--- src/rtl/ranging_ctrl.sv ---
// Ultrasonic ranging sequencer: periodic trigger, synchronised echo capture,
// echo width counted directly in BCD, with sample strobe and timeout reporting.
module ranging_ctrl #(
    parameter int TRIG_CYCLES = 1,
    parameter int TIMEOUT     = 1200,
    parameter int PERIOD      = 2048
) (
    input  logic        clk_34,
    input  logic        reset,
    input  logic        enable,
    input  logic        echo,
    output logic        trig,
    output logic [11:0] raw,
    output logic        raw_valid,
    output logic        sat,
    output logic        timeout_err,
    output logic        busy
);

    localparam logic [15:0] TRIG_LAST = 16'(TRIG_CYCLES - 1);
    localparam logic [15:0] TMO_LAST  = 16'(TIMEOUT - 1);
    localparam logic [15:0] PER_LAST  = 16'(PERIOD - 1);

    typedef enum logic [2:0] {
        IDLE,
        TRIG,
        WAIT_RISE,
        MEASURE,
        HOLDOFF
    } state_t;

    state_t      state, state_next;
    logic [15:0] timer, timer_next;
    logic [15:0] period_cnt, period_next;
    logic [11:0] bcd_cnt, bcd_next;
    logic        sat_flag, sat_flag_next;
    logic        sample, tmo;

    logic echo_m, echo_s, echo_d;
    logic echo_rise;

    // bcd_cnt is held as {hundreds,tens,ones}; it is reordered only when loaded into raw
    function automatic logic [11:0] bcd_inc(input logic [11:0] v);
        logic [3:0] h, t, o;
        {h, t, o} = v;
        if (o == 4'd9) begin
            o = 4'd0;
            if (t == 4'd9) begin
                t = 4'd0;
                h = h + 4'd1;
            end else begin
                t = t + 4'd1;
            end
        end else begin
            o = o + 4'd1;
        end
        return {h, t, o};
    endfunction

    always_ff @(posedge clk_34) begin
        if (reset) begin
            echo_m <= 1'b0;
            echo_s <= 1'b0;
            echo_d <= 1'b0;
        end else begin
            echo_m <= echo;
            echo_s <= echo_m;
            echo_d <= echo_s;
        end
    end

    assign echo_rise = echo_s & ~echo_d;

    always_comb begin
        state_next    = state;
        timer_next    = timer;
        period_next   = period_cnt;
        bcd_next      = bcd_cnt;
        sat_flag_next = sat_flag;
        sample        = 1'b0;
        tmo           = 1'b0;

        if (state != IDLE && period_cnt != PER_LAST) begin
            period_next = period_cnt + 16'd1;
        end

        case (state)
            IDLE: begin
                if (enable) begin
                    state_next    = TRIG;
                    period_next   = 16'd0;
                    timer_next    = 16'd0;
                    bcd_next      = 12'h000;
                    sat_flag_next = 1'b0;
                end
            end
            TRIG: begin
                if (timer == TRIG_LAST) begin
                    state_next = WAIT_RISE;
                    timer_next = 16'd0;
                end else begin
                    timer_next = timer + 16'd1;
                end
            end
            WAIT_RISE: begin
                // Only a genuine 0->1 edge starts a measurement, never a level held from before
                if (echo_rise) begin
                    state_next    = MEASURE;
                    timer_next    = 16'd0;
                    bcd_next      = 12'h001;
                    sat_flag_next = 1'b0;
                end else if (timer == TMO_LAST) begin
                    state_next = HOLDOFF;
                    timer_next = 16'd0;
                    tmo        = 1'b1;
                end else begin
                    timer_next = timer + 16'd1;
                end
            end
            MEASURE: begin
                if (!echo_s) begin
                    state_next = HOLDOFF;
                    timer_next = 16'd0;
                    sample     = 1'b1;
                end else begin
                    // sat marks a true width beyond 999, not a width of exactly 999
                    if (bcd_cnt == 12'h999) begin
                        sat_flag_next = 1'b1;
                    end else begin
                        bcd_next = bcd_inc(bcd_cnt);
                    end
                    if (timer == TMO_LAST) begin
                        state_next = HOLDOFF;
                        timer_next = 16'd0;
                        tmo        = 1'b1;
                    end else begin
                        timer_next = timer + 16'd1;
                    end
                end
            end
            HOLDOFF: begin
                if (period_cnt == PER_LAST) begin
                    if (enable) begin
                        state_next    = TRIG;
                        period_next   = 16'd0;
                        timer_next    = 16'd0;
                        bcd_next      = 12'h000;
                        sat_flag_next = 1'b0;
                    end else begin
                        state_next = IDLE;
                    end
                end
            end
            default: begin
                state_next = IDLE;
            end
        endcase
    end

    always_ff @(posedge clk_34) begin
        if (reset) begin
            state       <= IDLE;
            timer       <= 16'd0;
            period_cnt  <= 16'd0;
            bcd_cnt     <= 12'h000;
            sat_flag    <= 1'b0;
            trig        <= 1'b0;
            raw         <= 12'h000;
            raw_valid   <= 1'b0;
            sat         <= 1'b0;
            timeout_err <= 1'b0;
            busy        <= 1'b0;
        end else begin
            state       <= state_next;
            timer       <= timer_next;
            period_cnt  <= period_next;
            bcd_cnt     <= bcd_next;
            sat_flag    <= sat_flag_next;
            trig        <= (state_next == TRIG);
            busy        <= (state_next != IDLE);
            raw_valid   <= sample;
            timeout_err <= tmo;
            if (sample) begin
                raw <= {bcd_cnt[3:0], bcd_cnt[7:4], bcd_cnt[11:8]};
                sat <= sat_flag;
            end
        end
    end

endmodule

--- config.mk ---
export PLATFORM = sky130hd
export DESIGN_NAME = ranging_ctrl
export DESIGN_NICKNAME = d
export VERILOG_FILES = /design/src/rtl/ranging_ctrl.sv
export SDC_FILE = /design/constraint.sdc
export NUM_CORES = 1
export LEC_CHECK = 0
export CORE_MARGIN = 2
export CORE_UTILIZATION = 50
export CTS_CLUSTER_SIZE = 28
export DETAILED_ROUTE_END_ITERATION = 12
export GPL_ROUTABILITY_DRIVEN = 0
export PLACE_DENSITY = 0.69
export SLEW_MARGIN = 20
export SYNTH_ARGS = -nofsm -noshare
export SYNTH_HDL_FRONTEND = slang
export SYNTH_SLANG_ARGS = --single-unit
export TNS_END_PERCENT = 5
--- constraint.sdc ---
create_clock -name clk_34 -period 5.3 [get_ports clk_34]
set_clock_uncertainty 0.15 [all_clocks]
set_input_delay 1.325 -clock clk_34 [delete_from_list [all_inputs] [get_ports clk_34]]
set_output_delay 1.325 -clock clk_34 [all_outputs]
set_load 0.02 [all_outputs]
==> results.tsv <==
stage	metric	value	unit
global_routing	antenna_found_initial	0	
timing	setup-violations-final	0	
timing	holdWs	0.3064	ns
timing	worst_pin_slew	0.8321	ns
timing	finalWorstSetupSlack	1.847	ns
timing	finalSetupTns	0	ns
synthesis	synth_area	0.003403	sq mm
clock_network	cts.sinks	68	
power	p_seq_frac	0.466	
cells_and_area	post-route-util	0.5760	
synthesis	synthFlopType	dfxtp_1	
floorplanning	coreArea	0.006681	sq mm
clock_network	clk_pin_slew	0.07	ns
synthesis	synth.top_cells.by_count	68 x dfxtp_1, 45 x nand2_1, 26 x nor2_1, 25 x nand3_1, 24 x a21oi_1	
place	numPortBuffers	20	
cells_and_area	multi_input_area	0.001907	sq mm
detailed_routing	drt-initial-drc-count	125	
timing	relSlewSlack	0.4453	
power	leakagePower	1.257	nW
detailed_routing	drc	0	
critical_path	worstPathRequired	5.43	ns
run_status	status	completed	
clock_network	cts.path.max_buffers	2	
cells_and_area	drive_gt1_frac	0.06888	
cells_and_area	fill_cells	617	
critical_path	r2r-start	period_cnt[0]	
synthesis	synth.net_count	417	
synthesis	synth_top_family_by_area	simple AND/OR/NAND/NOR gates	
timing	finalCritPeriodShare	0.6515	
critical_path	cp-end-kind	flop	
floorplanning	fp.dieW	86.50	microns
critical_path	crit_start	enable	
critical_path	worst-path-buf-inv	1	
synthesis	syn_inst	404	
floorplanning	dieHeight	86.50	microns
clock_network	cts_root_buffer	clkbuf_8	
floorplanning	die_area	0.007482	sq mm
synthesis	yosys.area.top_type	dfxtp_1	
synthesis	yosysUniqueCellTypes	55	
power	pwr-share-clk	0.410	
synthesis	postSynth.asyncResetShare	0	
cells_and_area	diodes	0	
global_routing	globalRouteOverflowTotal	0	
critical_path	critical_path_class	in2reg	
clock_network	cts_hold_buf	0	
synthesis	synth_xor_area_frac	0.02831	
clock_network	worstSkewPairLatency	0.36	ns
cells_and_area	fin_cells	501	
synthesis	yosysMostFrequentCell	dfxtp_1	
detailed_routing	routed_wirelength	7175	microns
clock_network	cts_buffers	9	
timing	clock.fmax	0.2896	GHz
timing	maxSlewViolCount	0	
floorplanning	initial_core_util	0.5094	
power	vdd_drop_max	189.2	uV
timing	grt_setup_unrepaired	no	
cells_and_area	syn_to_final_growth	13.09	%
critical_path	start_kind	input pin	
flow_run	drv_cap	0	
place	dp_slack	1.480	ns
critical_path	crit_path_max_incr_delay	0.54	ns
synthesis	synth.ff_latch_count	68	
min_path	min-delay-start	raw[8]	
critical_path	rrSetupSlack	2.54	ns
synthesis	avgSynthCellArea	8.424	sq um
clock_network	cts_setup_buffers	0	
detailed_routing	vias	2991	
clock_network	post_cts_resized	0	
detailed_routing	dr.pass1.iters	5	
synthesis	yosysWarnings	0	
global_routing	grt_pass1_wl	12300	microns
critical_path	crit_chain	clkdlybuf4s50_1, or3b_1, a21boi_4, or3_1, or4b_1, a22oi_1	
critical_path	crit_slowest_cell	clkdlybuf4s50_1	
synthesis	ys_seq_area_frac	0.4000	
floorplanning	rows	30	
critical_path	arrival	3.58	ns
timing	period_needed	3.453	ns
power	switching_power	316.7	uW
critical_path	cpLargestDelayFamily	simple AND/OR/NAND/NOR gates	
synthesis	yosys.area_share.simple	0.2684	
power	p_int	834.1	uW
synthesis	synth_fa_ha_area_frac	0.03309	
cells_and_area	seqCellArea	0.001361	sq mm
detailed_routing	vias_per_cell	5.970	
power	sw_frac_of_total	0.2752	
global_routing	grt_max_degree	46	
min_path	hold_path.class	reg2reg	
detailed_routing	post_drt_wl_per_cell	14.32	microns
synthesis	synth_top_area_frac	0.4000	
floorplanning	ios	21	
clock_network	ctsHtreeMaxLevel	3	
critical_path	crit_fanout	8	
place	dpl.hpwl	4856	microns
timing	hold_viol_final	0	
synthesis	synth.top_cells.by_area	dfxtp_1 40%, nand2_1 5.0%, o31ai_1 4.0%, nand3_1 3.7%, a21oi_1 3.5%	
detailed_routing	postRouteAntennaNets	0	
power	pwr-share-comb	0.124	
global_routing	grtUsageTotal	0.2057	
synthesis	synth_edf_count	0	
synthesis	synthMuxAreaShare	0.01287	
place	dp_cells	485	
power	power_density	299.0	mW/mm^2
cells_and_area	layout.nets	429	
synthesis	synth_compound_area_frac	0.2176	
global_routing	grt_pass1_vias	2595	
clock_network	tritoncts	built	
==> worst reg2reg max path, delay by kind of cell, from the launching register on <==
kind	cells	cell delay, ns
AOI/OAI and AO/OA	3	0.98
adders and majority gates	1	0.25
buffers and inverters	1	0.27
DFF	1	0.41
and+or+nand+nor	2	0.55
==> cells in the final DEF (no fill, tap or decap), types with 6 or more instances in the layout <==
| cell type | n |
|---|---|
| a21oi_1 | 24 |
| a22oi_1 | 16 |
| and3_1 | 7 |
| clkbuf_8 | 9 |
| clkdlybuf4s50_1 | 20 |
| dfxtp_1 | 68 |
| ha_1 | 9 |
| inv_1 | 13 |
| nand2_1 | 45 |
| nand2b_1 | 6 |
| nand3_1 | 25 |
| nand4_1 | 9 |
| nor2_1 | 26 |
| nor2b_1 | 6 |
| nor3_1 | 11 |
| o21ai_0 | 14 |
| o31ai_1 | 18 |
| or3_1 | 6 |
| or4_1 | 15 |
| xor2_1 | 8 |
==> power by group through the flow <==
stage          clock [mW]  combinational [mW]  sequential (mW)
6_report            0.472               0.142            0.536
5_1_grt             0.504               0.159            0.538
4_1_cts             0.479               0.142            0.536
3_5_place_dp            0               0.141            0.548
3_3_place_gp            0               0.140            0.547
2_1_floorplan           0               0.110            0.545
==> cell type report <==
type	instances	area share
sequential	68	0.3537
clock buffer	10	0.03316
multi-input combinational	302	0.4954
tap	80	0.02601
timing repair buffer	22	0.05592
clock inverter	6	0.02308
inverter	13	0.01268
==> through the flow <==
| step | instance area (sq um) | power [mW] |
|---|---|---|
| after floorplan | 3403 | 0.6549 |
| after global placement | 3632 | 0.6873 |
| after detailed placement | 3632 | 0.6889 |
| after CTS | 3849 | 1.157 |
| after global routing | 3849 | 1.201 |
| final | 3849 | 1.151 |
==> routing by layer <==
layer | global-route usage | vias up | wire length [microns]
li1 | - | 1521 | -
met1 | 0.2844 | 1424 | 3594
met2 | 0.3049 | 37 | 3218
met3 | 0.04857 | 9 | 252
met4 | 0.09233 | 0 | 110
met5 | 0 | - | 0
==> flip-flops by register name (all words and copies together), names as in the netlist <==
name,cells
bcd_cnt,12
echo_m,1
trig,1
sat_flag,1
period_cnt,16
raw,12
timer,16
timeout_err,1
busy,1
raw_valid,1
echo_s,1
state,3
echo_d,1
sat,1
==> cells by family (layout without fill, tap and decap cells) <==
group / count (synthesis) / after routing
AOI/OAI and AO/OA: 104 / 104
and+or+nand+nor: 174 / 174
DFF: 68 / 68
buffers and inverters: 34 / 51
muxes: 4 / 4
adders and majority gates: 9 / 9
xor gates and xnor gates: 11 / 11
==> final timing paths <==
kind / endpoint / cells after the start
setup / recovery: timer[15] / 6
hold / removal: raw[8] / 2
setup reg to reg: timer[7] / 7
hold reg to reg: raw[8] / 2
No activity file was read; power rests on OpenSTA's default activity.
